File: src/rtl/mac_if.sv
// mac_unit request/result bundle.
// master drives operands, slave returns results.
interface mac_if #(
  parameter int WIDTH = 32
);
  logic             start;
  logic [2:0]       mode;
  logic             set_flags;
  logic [WIDTH-1:0] op_a;
  logic [WIDTH-1:0] op_b;
  logic [WIDTH-1:0] acc_hi;
  logic [WIDTH-1:0] acc_lo;
  logic             busy;
  logic             done;
  logic [WIDTH-1:0] result_hi;
  logic [WIDTH-1:0] result_lo;
  logic             flag_n;
  logic             flag_z;

  modport master (
    output start, mode, set_flags,
    output op_a, op_b, acc_hi, acc_lo,
    input  busy, done,
    input  result_hi, result_lo,
    input  flag_n, flag_z
  );

  modport slave (
    input  start, mode, set_flags,
    input  op_a, op_b, acc_hi, acc_lo,
    output busy, done,
    output result_hi, result_lo,
    output flag_n, flag_z
  );
endinterface

File: src/rtl/mac_unit.sv
// Iterative multiply-accumulate, STEP multiplier
// bits per cycle with early exit on zero.
module mac_unit #(
  parameter int WIDTH = 32,
  parameter int STEP  = 8
) (
  input logic clk,
  input logic reset_n,
  mac_if.slave bus
);

  localparam int W2 = 2 * WIDTH;

  if (STEP < 1 || (WIDTH % STEP) != 0) begin : g_bad_step
    $error("mac_unit: STEP must divide WIDTH");
  end

  typedef enum logic [1:0] {
    IDLE,
    MULT,
    FINISH
  } state_t;

  state_t state;
  state_t state_nxt;

  logic [2:0]       mode_q;
  logic             sf_q;
  logic [W2-1:0]    acc_q;
  logic             neg_q;
  logic [W2-1:0]    ma_q;
  logic [WIDTH-1:0] mb_q;
  logic [W2-1:0]    prod_q;

  logic             done_q;
  logic [WIDTH-1:0] res_hi_q;
  logic [WIDTH-1:0] res_lo_q;
  logic             fn_q;
  logic             fz_q;

  logic             accept;
  logic             in_signed;
  logic             a_neg;
  logic             b_neg;
  logic [WIDTH-1:0] mag_a;
  logic [WIDTH-1:0] mag_b;

  logic [STEP-1:0]  digit;
  logic [W2-1:0]    term;
  logic [WIDTH-1:0] mb_nxt;
  logic             last;

  logic             is_long;
  logic             long_acc;
  logic             short_acc;
  logic [W2-1:0]    full;
  logic [W2-1:0]    long_sum;
  logic [WIDTH-1:0] short_lo;
  logic [WIDTH-1:0] fin_hi;
  logic [WIDTH-1:0] fin_lo;
  logic             fin_n;
  logic             fin_z;

  assign accept = (state == IDLE) && bus.start;

  // Operand magnitudes; only SMULL/SMLAL are signed.
  always_comb begin
    in_signed = bus.mode[2] & bus.mode[1];
    a_neg     = in_signed & bus.op_a[WIDTH-1];
    b_neg     = in_signed & bus.op_b[WIDTH-1];
    mag_a     = a_neg ? -bus.op_a : bus.op_a;
    mag_b     = b_neg ? -bus.op_b : bus.op_b;
  end

  // One radix-2^STEP partial product per MULT cycle.
  always_comb begin
    digit  = mb_q[STEP-1:0];
    term   = ma_q * W2'(digit);
    mb_nxt = mb_q >> STEP;
    last   = (mb_nxt == '0);
  end

  // Sign fix-up, accumulate and flag generation.
  always_comb begin
    is_long   = mode_q[2];
    long_acc  = mode_q[2] & mode_q[0];
    short_acc = (mode_q == 3'd1);
    full      = neg_q ? -prod_q : prod_q;
    long_sum  = full + (long_acc ? acc_q : '0);
    short_lo  = full[WIDTH-1:0]
              + (short_acc ? acc_q[WIDTH-1:0] : '0);
    fin_hi    = is_long ? long_sum[W2-1:WIDTH] : '0;
    fin_lo    = is_long ? long_sum[WIDTH-1:0] : short_lo;
    fin_n     = is_long ? fin_hi[WIDTH-1] : fin_lo[WIDTH-1];
    fin_z     = ({fin_hi, fin_lo} == '0);
  end

  // State register.
  always_ff @(posedge clk or negedge reset_n) begin
    if (!reset_n) state <= IDLE;
    else          state <= state_nxt;
  end

  // Next-state logic.
  always_comb begin
    state_nxt = state;
    unique case (state)
      IDLE:    if (accept) state_nxt = MULT;
      MULT:    if (last) state_nxt = FINISH;
      FINISH:  state_nxt = IDLE;
      default: state_nxt = IDLE;
    endcase
  end

  // State-derived outputs.
  always_comb begin
    bus.busy = (state != IDLE);
  end

  // Operand capture and iterative datapath.
  always_ff @(posedge clk or negedge reset_n) begin
    if (!reset_n) begin
      mode_q <= '0;
      sf_q   <= 1'b0;
      acc_q  <= '0;
      neg_q  <= 1'b0;
      ma_q   <= '0;
      mb_q   <= '0;
      prod_q <= '0;
    end else if (accept) begin
      mode_q <= bus.mode;
      sf_q   <= bus.set_flags;
      acc_q  <= {bus.acc_hi, bus.acc_lo};
      neg_q  <= a_neg ^ b_neg;
      ma_q   <= W2'(mag_a);
      mb_q   <= mag_b;
      prod_q <= '0;
    end else if (state == MULT) begin
      prod_q <= prod_q + term;
      ma_q   <= ma_q << STEP;
      mb_q   <= mb_nxt;
    end
  end

  // Result, flags and done pulse.
  always_ff @(posedge clk or negedge reset_n) begin
    if (!reset_n) begin
      done_q   <= 1'b0;
      res_hi_q <= '0;
      res_lo_q <= '0;
      fn_q     <= 1'b0;
      fz_q     <= 1'b0;
    end else begin
      done_q <= (state == FINISH);
      if (state == FINISH) begin
        res_hi_q <= fin_hi;
        res_lo_q <= fin_lo;
        if (sf_q) begin
          fn_q <= fin_n;
          fz_q <= fin_z;
        end
      end
    end
  end

  assign bus.done      = done_q;
  assign bus.result_hi = res_hi_q;
  assign bus.result_lo = res_lo_q;
  assign bus.flag_n    = fn_q;
  assign bus.flag_z    = fz_q;

endmodule

File: src/flat_wrapper.sv
// flat-port wrapper written by rule: the top's interface ports become plain ports
module mac_unit_flat 
#(
  parameter int WIDTH = 32,
  parameter int STEP  = 8
)
  (clk, reset_n, bus_start, bus_mode, bus_set_flags, bus_op_a, bus_op_b, bus_acc_hi, bus_acc_lo, bus_busy, bus_done, bus_result_hi, bus_result_lo, bus_flag_n, bus_flag_z);
  mac_if #(.WIDTH(WIDTH)) bus_i ();
  input logic clk;
  input logic reset_n;
  input wire logic [$bits(bus_i.start)-1:0] bus_start;
  input wire logic [$bits(bus_i.mode)-1:0] bus_mode;
  input wire logic [$bits(bus_i.set_flags)-1:0] bus_set_flags;
  input wire logic [$bits(bus_i.op_a)-1:0] bus_op_a;
  input wire logic [$bits(bus_i.op_b)-1:0] bus_op_b;
  input wire logic [$bits(bus_i.acc_hi)-1:0] bus_acc_hi;
  input wire logic [$bits(bus_i.acc_lo)-1:0] bus_acc_lo;
  output wire logic [$bits(bus_i.busy)-1:0] bus_busy;
  output wire logic [$bits(bus_i.done)-1:0] bus_done;
  output wire logic [$bits(bus_i.result_hi)-1:0] bus_result_hi;
  output wire logic [$bits(bus_i.result_lo)-1:0] bus_result_lo;
  output wire logic [$bits(bus_i.flag_n)-1:0] bus_flag_n;
  output wire logic [$bits(bus_i.flag_z)-1:0] bus_flag_z;
  assign bus_i.start = bus_start;
  assign bus_i.mode = bus_mode;
  assign bus_i.set_flags = bus_set_flags;
  assign bus_i.op_a = bus_op_a;
  assign bus_i.op_b = bus_op_b;
  assign bus_i.acc_hi = bus_acc_hi;
  assign bus_i.acc_lo = bus_acc_lo;
  assign bus_busy = bus_i.busy;
  assign bus_done = bus_i.done;
  assign bus_result_hi = bus_i.result_hi;
  assign bus_result_lo = bus_i.result_lo;
  assign bus_flag_n = bus_i.flag_n;
  assign bus_flag_z = bus_i.flag_z;
  mac_unit #(.WIDTH(WIDTH), .STEP(STEP)) u_core (.clk(clk), .reset_n(reset_n), .bus(bus_i));
endmodule
File: config.mk
export PLATFORM = sky130hd
export DESIGN_NAME = mac_unit_flat
export DESIGN_NICKNAME = d
export VERILOG_FILES = /design/src/rtl/mac_if.sv /design/src/rtl/mac_unit.sv /design/src/flat_wrapper.sv
export SDC_FILE = /design/constraint.sdc
export NUM_CORES = 2
export LEC_CHECK = 0
export ABC_AREA = 1
export CAP_MARGIN = 25
export CORE_MARGIN = 1.5
export CORE_UTILIZATION = 68
export DETAILED_ROUTE_END_ITERATION = 6
export PLACE_DENSITY = 0.9
export SYNTH_ARGS = -nofsm -noshare
export SYNTH_HDL_FRONTEND = slang
export SYNTH_SLANG_ARGS = --single-unit
File: constraint.sdc
create_clock -name clk -period 14.4 [get_ports clk]
set_input_delay 2.16 -clock clk [delete_from_list [all_inputs] [get_ports clk]]
set_output_delay 2.16 -clock clk [all_outputs]
set_load 0.005 [all_outputs]
---- Word level (Yosys, flattened, before mapping) ----
Cells that the tools add are included.
cells by class
  $add $sub $neg .......................... 6
  reductions and logical operators ........ 8
  equality and inequality tests ........... 5
  multiplexer cells ....................... 17
  bitwise operators ....................... 5
  $mul .................................... 1
operators with widths
  operator            count
  $mux 64             6
  $mux 32             7
  $add 64x64->64      2
  $logic_not 64->1    1
  $mul 64x8->64       1
  $neg 32->32         2
  $neg 64->64         1
  $add 32x32->32      1
  $logic_not 32->1    1
  $and 1x1->1         4
  $mux 2              2
  $ne 2x1->1 const B  2
  $pmux 2 s2          1
  $reduce_and 2->1    2
  $reduce_bool 2->1   2
  $eq 3x1->1 const B  1
  $eq 2x1->1 const B  1
  $eq 2x2->1 const B  1
  $logic_not 2->1     1
  $logic_and 1x1->1   1
  $mux 1              1
  $xor 1x1->1         1
word-level totals
  register bits after elaboration ......... 298

---- Depth between registers and ports, before layout ----
  word-level depth ........................ 5
  mapped depth ............................ 34

---- Least setup slack after synthesis ----
OpenSTA, ideal clock, no wires.
  kind .................................... register to register
  start ................................... register u_core.mb_q[7]
  end ..................................... register u_core.prod_q[38]
  cell stages (with the launch flop) ...... 24
  buffers on the path ..................... 2
  arrival time ............................ 4.820 ns
  period minus slack after synthesis ...... 4.953 ns
  path slack .............................. 9.447 ns
  library setup time ...................... 0.132 ns
  required time ........................... 14.268 ns
  cells stage by stage .................... dfrtp_1 clkbuf_1 buf_1 nand2_1 fa_1 fa_1 inv_1 fa_1 inv_1 fa_1 inv_1 ha_1 nand2_1 inv_1 a21oi_2 o21ai_0 nand2_1 nand2_1 a21oi_1 inv_1 a21oi_1 or2_1 nand3_1 o21ai_0
on the way
  cells in the longest elaborated chain, start to end .. 4
RTL lines
  item                    RTL line         text
  start, declared         mac_unit.sv:32   logic [WIDTH-1:0] mb_q;
  start signal, assigned  mac_unit.sv:136  mb_q <= mag_b;
  start signal, assigned  mac_unit.sv:141  mb_q <= mb_nxt;
  $mul 64x8->64           mac_unit.sv:78   term = ma_q * W2'(digit);
  $add 64x64->64          mac_unit.sv:139  prod_q <= prod_q + term;
  $mux 64                 mac_unit.sv:138  end else if (state == MULT) begin
  $mux 64                 mac_unit.sv:130  end else if (accept) begin
  end signal, assigned    mac_unit.sv:139
  end, declared           mac_unit.sv:33   logic [W2-1:0] prod_q;
No other way between the ends. The select of a mux whose other input is x is not followed.
A chain may end at the register's enable or synchronous reset.

---- Final worst setup path ----
  start ................................... register u_core.mb_q[4]
  end ..................................... register u_core.prod_q[54]
The elaborated chain is that of the path after synthesis.

==> results.sh <==
export IMPL_endpoint_kind="flip-flop"
export IMPL_postCtsSetupBuffers=0
export IMPL_firstDrtPassIters=7
export IMPL_cts_buffers=35
export IMPL_cp_required_ns=14.85
export IMPL_placed_area_um2=43600
export IMPL_holdPathEnd="u_core.bus.result_lo[0]"
export IMPL_htreeDepth=2
export IMPL_placedCellCount=7051
export IMPL_max_freq_mhz=155
export IMPL_status="complete, but fails checks"
export IMPL_area_growth_pct=8.99
export IMPL_grt_pass1_wl_um=227000
export IMPL_reg2reg_depth=20
export IMPL_wire_per_inst_um=21.1
export IMPL_violations="design-rule violations"
export IMPL_nets=7039
export IMPL_synth_nets=6990
export IMPL_track_usage=0.470
export IMPL_coreArea_um2=60100
export IMPL_grt_ovfl_total=0
export IMPL_period_minus_slack_ns=6.46
export IMPL_setup_viol=0
export IMPL_worstSetupStartpointType="flip-flop"
export IMPL_rsz0062_at_grt="false"
export IMPL_fin_crit_sh=0.448
export IMPL_gp_congestion=1.03
export IMPL_drc=13
export IMPL_vias=43212
export IMPL_ys_seq_area_frac=0.181
export IMPL_cts_buffer_depth=3
export IMPL_clk_pin_slew_ns=0.08
export IMPL_ios=203
export IMPL_final_cell_mix="1638 x nand2_1, 1477 x inv_1, 551 x nor2_1"
export IMPL_rows=90
export IMPL_fin_cells=7117
export IMPL_syn_inst=6260
export IMPL_drt_antenna_violating_nets=0
export IMPL_crit_slowest_cell="dfrtp_2"
export IMPL_r2r_start="u_core.mb_q[4]"
export IMPL_die_area_um2=62100
export IMPL_fin_skew_ns=0.0469
export IMPL_cts_sinks=298
export IMPL_grt_max_degree=101
export IMPL_worst_pin_slew_ns=1.22
export IMPL_max_stage_delay_ns=0.85
export IMPL_layout_commonest_cell="nand2_1"
export IMPL_antenna_found_initial=3
export IMPL_slew_violations=0
export IMPL_via_per_inst=6.07
export IMPL_cap_violations=0
export IMPL_max_slew_margin=0.179
export IMPL_synth_area_um2=41200
export IMPL_fillerInstances=4521
export IMPL_rr_endpoint="u_core.prod_q[54]"
export IMPL_die_w_um=249
export IMPL_start_util=0.685
export IMPL_critPathArrivalTime_ns=6.91
export IMPL_met1_usage=0.565
export IMPL_clk_latency_ns=0.61
export IMPL_rrSetupSlack_ns=7.94
export IMPL_yosysUniqueCellTypes=57
export IMPL_cts_hold_buffers_added=0
export IMPL_dpl_hpwl_um=112000
export IMPL_first_iter_violations=5927
export IMPL_placement_io_buffers=202
export IMPL_setup_tns_ns=0
export IMPL_cts_tree="built"
export IMPL_die_y_um=249
export IMPL_finalInstanceArea_um2=44900
export IMPL_hold_class="flip-flop to flip-flop"
export IMPL_post_cts_resized=0
export IMPL_top_usage_layer="met2"
export IMPL_worstSetupPathType="flip-flop to flip-flop"
export IMPL_syn_avg_cell_area_um2=6.58
export IMPL_finalWirelength_um=150000
export IMPL_yosys_warnings=0
export IMPL_root_buffer="clkbuf_16"
export IMPL_ys_seq_elements=298
export IMPL_use_met2=0.758
export IMPL_drive_above_1_share=0.0223
export IMPL_hold_depth=2
export IMPL_use_met3=0.124
export IMPL_finalHoldViolCount=0
export IMPL_grt_pass1_vias=42712
export IMPL_cp_max_fo=35
export IMPL_min_delay_start="u_core.bus.result_lo[0]"
export IMPL_worstPathCellList="buf_4 -> nand2_1 -> inv_1 -> fa_1 -> fa_1 -> fa_1 -> inv_1 -> fa_1 -> inv_1 -> ha_1 -> nand2_1 -> nor2_1 -> inv_1 -> nor4_1 -> nand3_1 -> nand3_1 -> a21o_1 -> a21oi_1 -> o21ai_0 -> o21ai_0"
## final cells by class
type	instances	area [um^2]	share of cell area
antenna	1	2.50	0.0000557
clock buffer	46	1000	0.0223
clock inverter	16	201	0.00449
inverter	1481	5560	0.124
multi-input combinational	4263	27400	0.610
sequential	298	7470	0.166
tap	782	978	0.0218
timing repair buffer	230	2310	0.0514
## worst max-delay path: cells and delay by family (launching register included)
kind / cells / cell delay (ns)
flip-flops: 1 / 0.85
AND/OR/NAND/NOR: 6 / 1.70
buffers and inverters: 5 / 0.87
AO/OA/AOI/OAI: 4 / 0.52
adder cells (fa/ha/maj): 5 / 2.34
## cell usage after synthesis, drive strengths merged
master	number	area share
and3	2	0.00030
nor3	75	0.011
nand4	62	0.0096
a221oi	4	0.00085
mux2	1	0.00027
o2111ai	2	0.00043
buf	34	0.0032
o22ai	54	0.0082
ha	183	0.056
o32ai	3	0.00064
nand3b	25	0.0046
a21boi	7	0.0013
xnor2	19	0.0040
nand3	275	0.034
clkbuf	184	0.017
nor2	560	0.052
o31ai	5	0.00091
nor2b	1	0.00015
a22o	5	0.0011
a21o	11	0.0020
a221o	1	0.00024
and2	5	0.00076
nor4b	1	0.00021
o211ai	7	0.0013
nor4	37	0.0060
or2	5	0.00076
fa	412	0.20
a31oi	42	0.0064
a22oi	5	0.00091
nor3b	2	0.00036
xor2	98	0.021
o21ai	428	0.053
o21bai	22	0.0040
dfrtp	298	0.18
nand2	1643	0.15
o41ai	1	0.00021
o221ai	3	0.00064
a21oi	243	0.030
o21a	13	0.0024
a311oi	1	0.00021
inv	1481	0.13
## cells by family (layout without fill, tap and decap cells)
| group | Yosys count | count (layout) | synth area share |
|---|---|---|---|
| AND/OR/NAND/NOR | 2693 | 2693 | 0.269 |
| other | 0 | 1 | 0 |
| multiplexers | 1 | 1 | 0.000273 |
| flip-flops | 298 | 298 | 0.181 |
| adder cells (fa/ha/maj) | 595 | 595 | 0.256 |
| buffers and inverters | 1699 | 1773 | 0.155 |
| XOR/XNOR | 117 | 117 | 0.0249 |
| AO/OA/AOI/OAI | 857 | 857 | 0.114 |
## how the worst max path moves through the flow
stage / startpoint / end / slack [ns]
global placement: bus_start / u_core.ma_q[31] / 7.80
CTS: bus_start / u_core.ma_q[30] / 8.22
detailed placement: bus_start / u_core.ma_q[30] / 7.69
global route: u_core.mb_q[4] / u_core.prod_q[54] / 7.78
finish: u_core.mb_q[4] / u_core.prod_q[54] / 7.94
floorplan: u_core.mb_q[7] / u_core.prod_q[38] / 9.45
## state kept, by name (all words and copies together), names as in the netlist, 2 cells and up
register / flops
u_core.acc_q: 64
u_core.bus.result_hi: 32
u_core.bus.result_lo: 32
u_core.ma_q: 64
u_core.mb_q: 32
u_core.mode_q: 3
u_core.prod_q: 64
u_core.state: 2
## per-stage QoR
step / util / hold slack, ns / setup slack (ns)
after global routing: 0.747 / 0.499 / 7.78
after CTS: 0.745 / 0.486 / 8.22
final: 0.747 / 0.479 / 7.94
after detailed placement: 0.726 / 0.472 / 7.69
after global placement: 0.725 / 0.465 / 7.80
after floorplan: - / 0.449 / 9.45
## metal layers
layer,vias up,share of wire
li1,19118,-
met1,19769,0.34
met2,3308,0.44
met3,1011,0.13
met4,6,0.082
met5,-,0.00097
Power is not shown: default switching activity piles up to over one toggle a cycle in this logic, so the estimate is an artifact.
